<file path="src/rtl/ldst_pkg.sv">
// Shared types for the load/store memory arbiter: lock state, port id and the
// registered read-return tag that steers rdata back to the owning port.
package ldst_pkg;

    typedef enum logic [0:0] {
        LK_UNLOCKED  = 1'b0,
        LK_LOCKED_P1 = 1'b1
    } lock_state_t;

    typedef logic [0:0] port_id_t;

    localparam port_id_t PORT_P0 = 1'b0;
    localparam port_id_t PORT_P1 = 1'b1;

    typedef struct packed {
        logic     vld;
        port_id_t port;
    } rtag_t;

    function automatic port_id_t oh_to_port(input logic [1:0] oh);
        return (oh == 2'b10) ? PORT_P1 : PORT_P0;
    endfunction

endpackage

</file>
<file path="src/rtl/ldst_rr_lock.sv">
// Two-port round-robin grant with a debug-port lock; combinational (0-cycle) grant.
// No buffering: a requester that is not granted must hold its request until it is.
module ldst_rr_lock
    import ldst_pkg::*;
(
    input  logic       clock,
    input  logic       reset,
    input  logic       p0_req_i,
    input  logic       p1_req_i,
    input  logic       p1_lock_i,
    output logic [1:0] gnt_oh_o
);

    lock_state_t lock_q, lock_d;
    port_id_t    last_q, last_d;
    logic [1:0]  gnt_oh;

    // Grants are forced low during reset so nothing reaches the memory bus.
    always_comb begin
        gnt_oh = 2'b00;
        if (reset) begin
            gnt_oh = 2'b00;
        end else if (lock_q == LK_LOCKED_P1) begin
            gnt_oh = {p1_req_i, 1'b0};
        end else if (p0_req_i && p1_req_i) begin
            gnt_oh = (last_q == PORT_P1) ? 2'b01 : 2'b10;
        end else begin
            gnt_oh = {p1_req_i, p0_req_i};
        end
    end

    always_comb begin
        last_d = last_q;
        if (gnt_oh != 2'b00) begin
            last_d = oh_to_port(gnt_oh);
        end

        lock_d = lock_q;
        case (lock_q)
            LK_UNLOCKED: begin
                if (gnt_oh[1] && p1_lock_i) begin
                    lock_d = LK_LOCKED_P1;
                end
            end
            LK_LOCKED_P1: begin
                if (!p1_lock_i) begin
                    lock_d = LK_UNLOCKED;
                end
            end
            default: lock_d = LK_UNLOCKED;
        endcase
    end

    // last_q resets to port 1 so port 0 wins the first contention.
    always_ff @(posedge clock or posedge reset) begin
        if (reset) begin
            lock_q <= LK_UNLOCKED;
            last_q <= PORT_P1;
        end else begin
            lock_q <= lock_d;
            last_q <= last_d;
        end
    end

    assign gnt_oh_o = gnt_oh;

endmodule

</file>
<file path="src/rtl/ldst_mem_arbiter.sv">
// Arbitrates a sequencer port and a debug port onto one synchronous RAM; grant and
// memory strobes are same-cycle, read data returns one cycle later; no request buffering.
module ldst_mem_arbiter
    import ldst_pkg::*;
#(
    parameter int ADDR_WIDTH = 16,
    parameter int DATA_WIDTH = 8
) (
    input  logic                  clock,
    input  logic                  reset,

    input  logic                  p0_req,
    input  logic                  p0_we,
    input  logic [ADDR_WIDTH-1:0] p0_addr,
    input  logic [DATA_WIDTH-1:0] p0_wdata,
    output logic                  p0_gnt,
    output logic                  p0_rvalid,
    output logic [DATA_WIDTH-1:0] p0_rdata,

    input  logic                  p1_req,
    input  logic                  p1_we,
    input  logic [ADDR_WIDTH-1:0] p1_addr,
    input  logic [DATA_WIDTH-1:0] p1_wdata,
    input  logic                  p1_lock,
    output logic                  p1_gnt,
    output logic                  p1_rvalid,
    output logic [DATA_WIDTH-1:0] p1_rdata,

    output logic                  mem_en,
    output logic                  mem_we,
    output logic [ADDR_WIDTH-1:0] mem_addr,
    output logic [DATA_WIDTH-1:0] mem_wdata,
    input  logic [DATA_WIDTH-1:0] mem_rdata
);

    logic [1:0] gnt_oh;
    rtag_t      tag_q, tag_d;

    ldst_rr_lock u_rr_lock (
        .clock     (clock),
        .reset     (reset),
        .p0_req_i  (p0_req),
        .p1_req_i  (p1_req),
        .p1_lock_i (p1_lock),
        .gnt_oh_o  (gnt_oh)
    );

    assign p0_gnt = gnt_oh[0];
    assign p1_gnt = gnt_oh[1];

    // Idle bus is driven to all-zero rather than holding the last address.
    always_comb begin
        mem_en    = 1'b0;
        mem_we    = 1'b0;
        mem_addr  = '0;
        mem_wdata = '0;
        if (gnt_oh[0]) begin
            mem_en    = 1'b1;
            mem_we    = p0_we;
            mem_addr  = p0_addr;
            mem_wdata = p0_wdata;
        end else if (gnt_oh[1]) begin
            mem_en    = 1'b1;
            mem_we    = p1_we;
            mem_addr  = p1_addr;
            mem_wdata = p1_wdata;
        end
    end

    always_comb begin
        tag_d      = '0;
        tag_d.vld  = mem_en & ~mem_we;
        tag_d.port = oh_to_port(gnt_oh);
    end

    always_ff @(posedge clock or posedge reset) begin
        if (reset) begin
            tag_q <= '0;
        end else begin
            tag_q <= tag_d;
        end
    end

    assign p0_rvalid = tag_q.vld && (tag_q.port == PORT_P0) && !reset;
    assign p1_rvalid = tag_q.vld && (tag_q.port == PORT_P1) && !reset;
    assign p0_rdata  = p0_rvalid ? mem_rdata : '0;
    assign p1_rdata  = p1_rvalid ? mem_rdata : '0;

endmodule

</file>
<file path="config.mk">
export PLATFORM = sky130hd
export DESIGN_NAME = ldst_mem_arbiter
export DESIGN_NICKNAME = d
export VERILOG_FILES = /design/src/rtl/ldst_pkg.sv /design/src/rtl/ldst_rr_lock.sv /design/src/rtl/ldst_mem_arbiter.sv
export SDC_FILE = /design/constraint.sdc
export NUM_CORES = 1
export LEC_CHECK = 0
export ABC_AREA = 1
export CORE_MARGIN = 2
export CORE_UTILIZATION = 23
export DETAILED_ROUTE_END_ITERATION = 8
export PLACE_DENSITY = 0.91
export SLEW_MARGIN = 40
export SYNTH_ARGS = -nofsm -noshare
export SYNTH_HDL_FRONTEND = slang
export SYNTH_SLANG_ARGS = --single-unit
</file>
<file path="constraint.sdc">
create_clock -name clock -period 3.45 [get_ports clock]
set_input_delay 1.035 -clock clock [delete_from_list [all_inputs] [get_ports clock]]
set_output_delay 1.035 -clock clock [all_outputs]
set_load 0.03 [all_outputs]
</file>
# ---- Word-level counts from Yosys, hierarchy flattened
# Index checks and enable logic that the tools add are counted.
dict set report op_classes {
  n_reduce_logical 8
  mux 18
  bitwise_logic 4
  n_eq_ne 1
}
# operator n
set op_table {}
lappend op_table {{two-way mux 16 bit} 2}
lappend op_table {{two-way mux 8 bit} 4}
lappend op_table {{two-way mux 2 bit} 4}
lappend op_table {{two-way mux 1 bit} 7}
lappend op_table {{logical AND 1 bit} 6}
lappend op_table {{NOT 1 bit} 3}
lappend op_table {{equality test 2 bit, second input constant} 1}
lappend op_table {{case mux 1 bit (2 select lines)} 1}
lappend op_table {{nonzero test 2 bit} 1}
lappend op_table {{bitwise AND 1 bit} 1}
lappend op_table {{logical NOT 1 bit} 1}
dict set report word_totals {
  input_bits 63
  regBits 4
  elab_cells 35
  output_inout_bits 46
}

# ---- Depth between registers and ports, before layout
dict set report logic_depth {
  depth_word 8
  ltp_mapped 7
  depth_no_buf 6
}

# ---- Cells and area by module
# From an unflattened synthesis, not the netlist that was laid out.
dict set report unflattened {
  cells_unflattened 136
  area_unflattened_um2 661.9
}
# mod area_per_inst_um2 cells_per_inst instances seq_area_each_um2
set modules_own_cells {}
lappend modules_own_cells {ldst_mem_arbiter 536.8 119 1 50.0}
lappend modules_own_cells {ldst_rr_lock 125.1 17 1 51.3}

# ---- Worst setup path before layout
# OpenSTA, ideal clock, no wires.
dict set report synth_path {
  kind {in2out}
  startpoint {in reset}
  endpoint {out p1_rdata[0]}
  arrival_ps 1855
  path_buffers 0
  setup_slack_ps 560
  stages 3
  t_required_ps 2415
  path_cell_list {inv_1 > nand3_1 > nor2_1}
}
dict set report synth_via {
  elab_chain_cells 3
}
# item line_no
set synth_rtl {}
lappend synth_rtl {{start: declaration} ldst_mem_arbiter.sv:10} ;# input logic reset,
lappend synth_rtl {{logical NOT 1 bit (no line)} -}
lappend synth_rtl {{logical AND 1 bit} ldst_mem_arbiter.sv:85} ;# assign p1_rvalid = tag_q.vld && (tag_q.port == PORT_P1) && !reset;
lappend synth_rtl {{two-way mux 8 bit} ldst_mem_arbiter.sv:87} ;# assign p1_rdata = p1_rvalid ? mem_rdata : '0;
lappend synth_rtl {{end: declaration} ldst_mem_arbiter.sv:27} ;# output logic [DATA_WIDTH-1:0] p1_rdata,
# No other way between the ends.

# ---- Final worst setup path
dict set report layout_path {
  startpoint {in reset}
  endpoint {out mem_wdata[3]}
}
dict set report layout_via {
  elab_chain_cells 3
}
# item line_no
set layout_rtl {}
lappend layout_rtl {{two-way mux 2 bit *} ldst_rr_lock.sv:21} ;# if (reset) begin
lappend layout_rtl {{two-way mux 8 bit} ldst_mem_arbiter.sv:62} ;# end else if (gnt_oh[1]) begin
lappend layout_rtl {{two-way mux 8 bit *} ldst_mem_arbiter.sv:57} ;# if (gnt_oh[0]) begin
lappend layout_rtl {{end: declaration} ldst_mem_arbiter.sv:32} ;# output logic [DATA_WIDTH-1:0] mem_wdata,
# Mark *: on every way between the ends. The rest lies on a longest branch, timed or not.

==> summary.txt <==
Critical path
  • Origin of the worst setup path: reset
  • Most common cell on crit path: nand2_1
  • Setup CP Type: input port to output pin
  • CP cell instances: clkdlybuf4s50_1 -> nor2_4 -> nand2_2 -> clkinv_4 -> clkbuf_16 -> nand2_1 -> nand2_1 -> buf_4
  • Worst path slowest cell: clkdlybuf4s50_1
  • Worst Path Arrival: 2.32 ns
  • WP buf/inv: 4
  • Worst EP required: 2.41 ns
  • Critical path fanouts, max: 10
  • Max incr delay on CP: 0.56 ns
  • CP startpoint kind: input port
  • CP Capture Type: output pin
  • Reg2Reg Launch Point: u_rr_lock.last_q
  • Cell family with most CP delay: buffers and inverters

Pwr
  • Pleak: 0.991 nW
  • Pwr/cell area: 221 mW/mm^2
  • Design Power: 0.386 mW
  • VDD IR max: 0.212 mV

Final layout
  • Area Overhead vs Synth: 165%
  • Diode count: 0
  • Share of cells above drive strength 1: 0.273
  • Nets: 309
  • Commonest non-fill, non-tap cell in the layout: nand2_1
  • Filler cells: 256
  • Most frequent cells in the layout: nand2_1 (71), clkdlybuf4s50_1 (61), buf_4 (47), inv_1 (18), nor2_1 (18)

Synthesis
  • Yosys cell types: 16
  • Mapped cell area: 659 sq um
  • Sequential fraction of the synthesis area: 0.154
  • Mapped Nets: 195
  • Synthesis-stage register bit count: 4
  • Synth Instances: 132
  • Avg Cell Area, Syn: 5.00 sq um
  • Yosys warnings: 0

Detailed routing
  • WL/cell: 10.2 um
  • Initial drt markers: 26
  • Vias/cell: 4.18
  • DR vias: 1155
  • Final Routed Wirelength: 2830 um
  • Post-route DRC violation count: 0
  • Post-DRT Antenna Nets: 0
  • Pre-antenna DRT Iters: 4

STA
  • Final count of hold timing violations: 0
  • Pins over their slew limit: 0
  • Peak Freq: 0.298 GHz
  • Final period util: 0.972
  • RSZ-0062 raised after global routing: no
  • Final Skew: 0.00714 ns
  • Slew headroom: 0.781
  • # setup viols final: 0
  • Crit path time final: 3.35 ns
  • Setup_tns: 0 ns
  • Slew @ Worst Pin: 0.328 ns

CTS
  • CTS max path bufs: 2
  • Sinks on Clock Net: 4
  • Clk_lat worst skew: 0.24 ns
  • Root buffer cell: clkbuf_4
  • TritonCTS clock tree: done
  • H-tree levels: 1
  • CTS Buf Count: 3
  • # hold bufs at CTS: 0
  • Clock-pin slew on the worst setup and hold paths: 0.03 ns

Place
  • Input/output buffers: 108
  • Final GP Congestion: 0.867
  • HPWL Detailed: 2310 um

Die
  • Die Area: 0.00331 sq mm
  • Core footprint: 0.00273 sq mm
  • Starting Density: 0.241
  • IO Pins: 109
  • Rows: 19
  • Die height: 57.5 um
  • Die Wd: 57.5 um

Global routing
  • GRT Residual Overflow: 0
  • Maximum number of pins on one net before global-route repair: 26
  • Vias in the first global route: 984
  • Overall Global Routing Usage: 0.152
  • Global-route wire length before repair: 4120 um
  • Number of antenna violations at the first check in global routing: 0

Min path
  • Min-delay worst type: flop to flop
  • Worst hold start: u_rr_lock.last_q

Flow run
  • Max-cap viol count: 0

Outcome
  • Status: finished, final reports clean
-- layout make-up --
cell class / instances / area [sq um] / area share
well taps: 31 / 38.8 / 0.0222
repair buffers: 112 / 1040 / 0.596
repair inverters: 1 / 6.26 / 0.00358
multi-input cells: 104 / 445 / 0.255
flip-flops and latches: 4 / 101 / 0.0580
inverters: 20 / 87.6 / 0.0501
clock buffers: 4 / 26.3 / 0.0150
-- cells by family after synthesis --
logic type | after synthesis | synth area share
buffers and inverters | 24 | 0.197
AOI/OAI and AO/OA | 2 | 0.0190
DFF | 4 | 0.154
and+or+nand+nor | 102 | 0.630
-- worst min-delay path, cell delays in order, from the launching register on --
cell	delay (ns)
dfstp_2	0.37
o21ai_0	0.15
inv_1	0.04
-- repair_timing --
item / 4_1_cts / 5_1_grt
setup buffers: 0 / 1
resized for setup: 0 / 8
endpoints found under the setup margin: 0 / 20
-- flip-flops by register name, summed over array words and instances (netlist names) --
signal	flops
tag_q	2
u_rr_lock.lock_q	1
u_rr_lock.last_q	1
-- power by group --
group,total [mW],internal (mW),switching (mW)
combinational,0.263,0.129,0.135
sequential,0.0571,0.0538,0.00333
clock,0.0656,0.0436,0.0220
-- metal layers --
layer	vias up	track usage	routed length, um
met5	-	0	0
met4	0	0.0399	17
li1	613	-	-
met2	50	0.284	1490
met3	3	0.0431	259
met1	489	0.166	1060
-- cell usage after synthesis, drive strengths merged --
master   n  area share
nand3    4       0.038
dfrtp    3        0.11
dfstp    1       0.040
nand4    1      0.0095
nand2   77        0.46
buf      4       0.076
a21boi   1       0.011
o21ai    1      0.0076
inv     20        0.12
nor2    20        0.12
-- path summary, 6_finish.rpt --
check / endpoint / slack (ns) / cells past startpoint
max: mem_wdata[3] / 0.1 / 8
min: u_rr_lock.last_q / 0.57 / 2
max reg2reg: tag_q[1] / 2.31 / 6
min reg2reg: u_rr_lock.last_q / 0.57 / 2
max in group asynchronous: u_rr_lock.last_q / 2.03 / 3
min in group asynchronous: tag_q[0] / 1.22 / 3
-- through the flow --
step	hold slack, ns	instances	setup WS [ns]	utilization	instance area, sq um
floorplan	0.533	132	0.560	-	659
global placement	0.566	269	0.0577	0.605	1650
detailed placement	0.557	269	0.0485	0.605	1650
CTS	0.568	273	0.0481	0.615	1680
global route	0.618	276	0.00661	0.639	1750
finish	0.567	276	0.0955	0.639	1750
(Power assumes the default switching activity.)
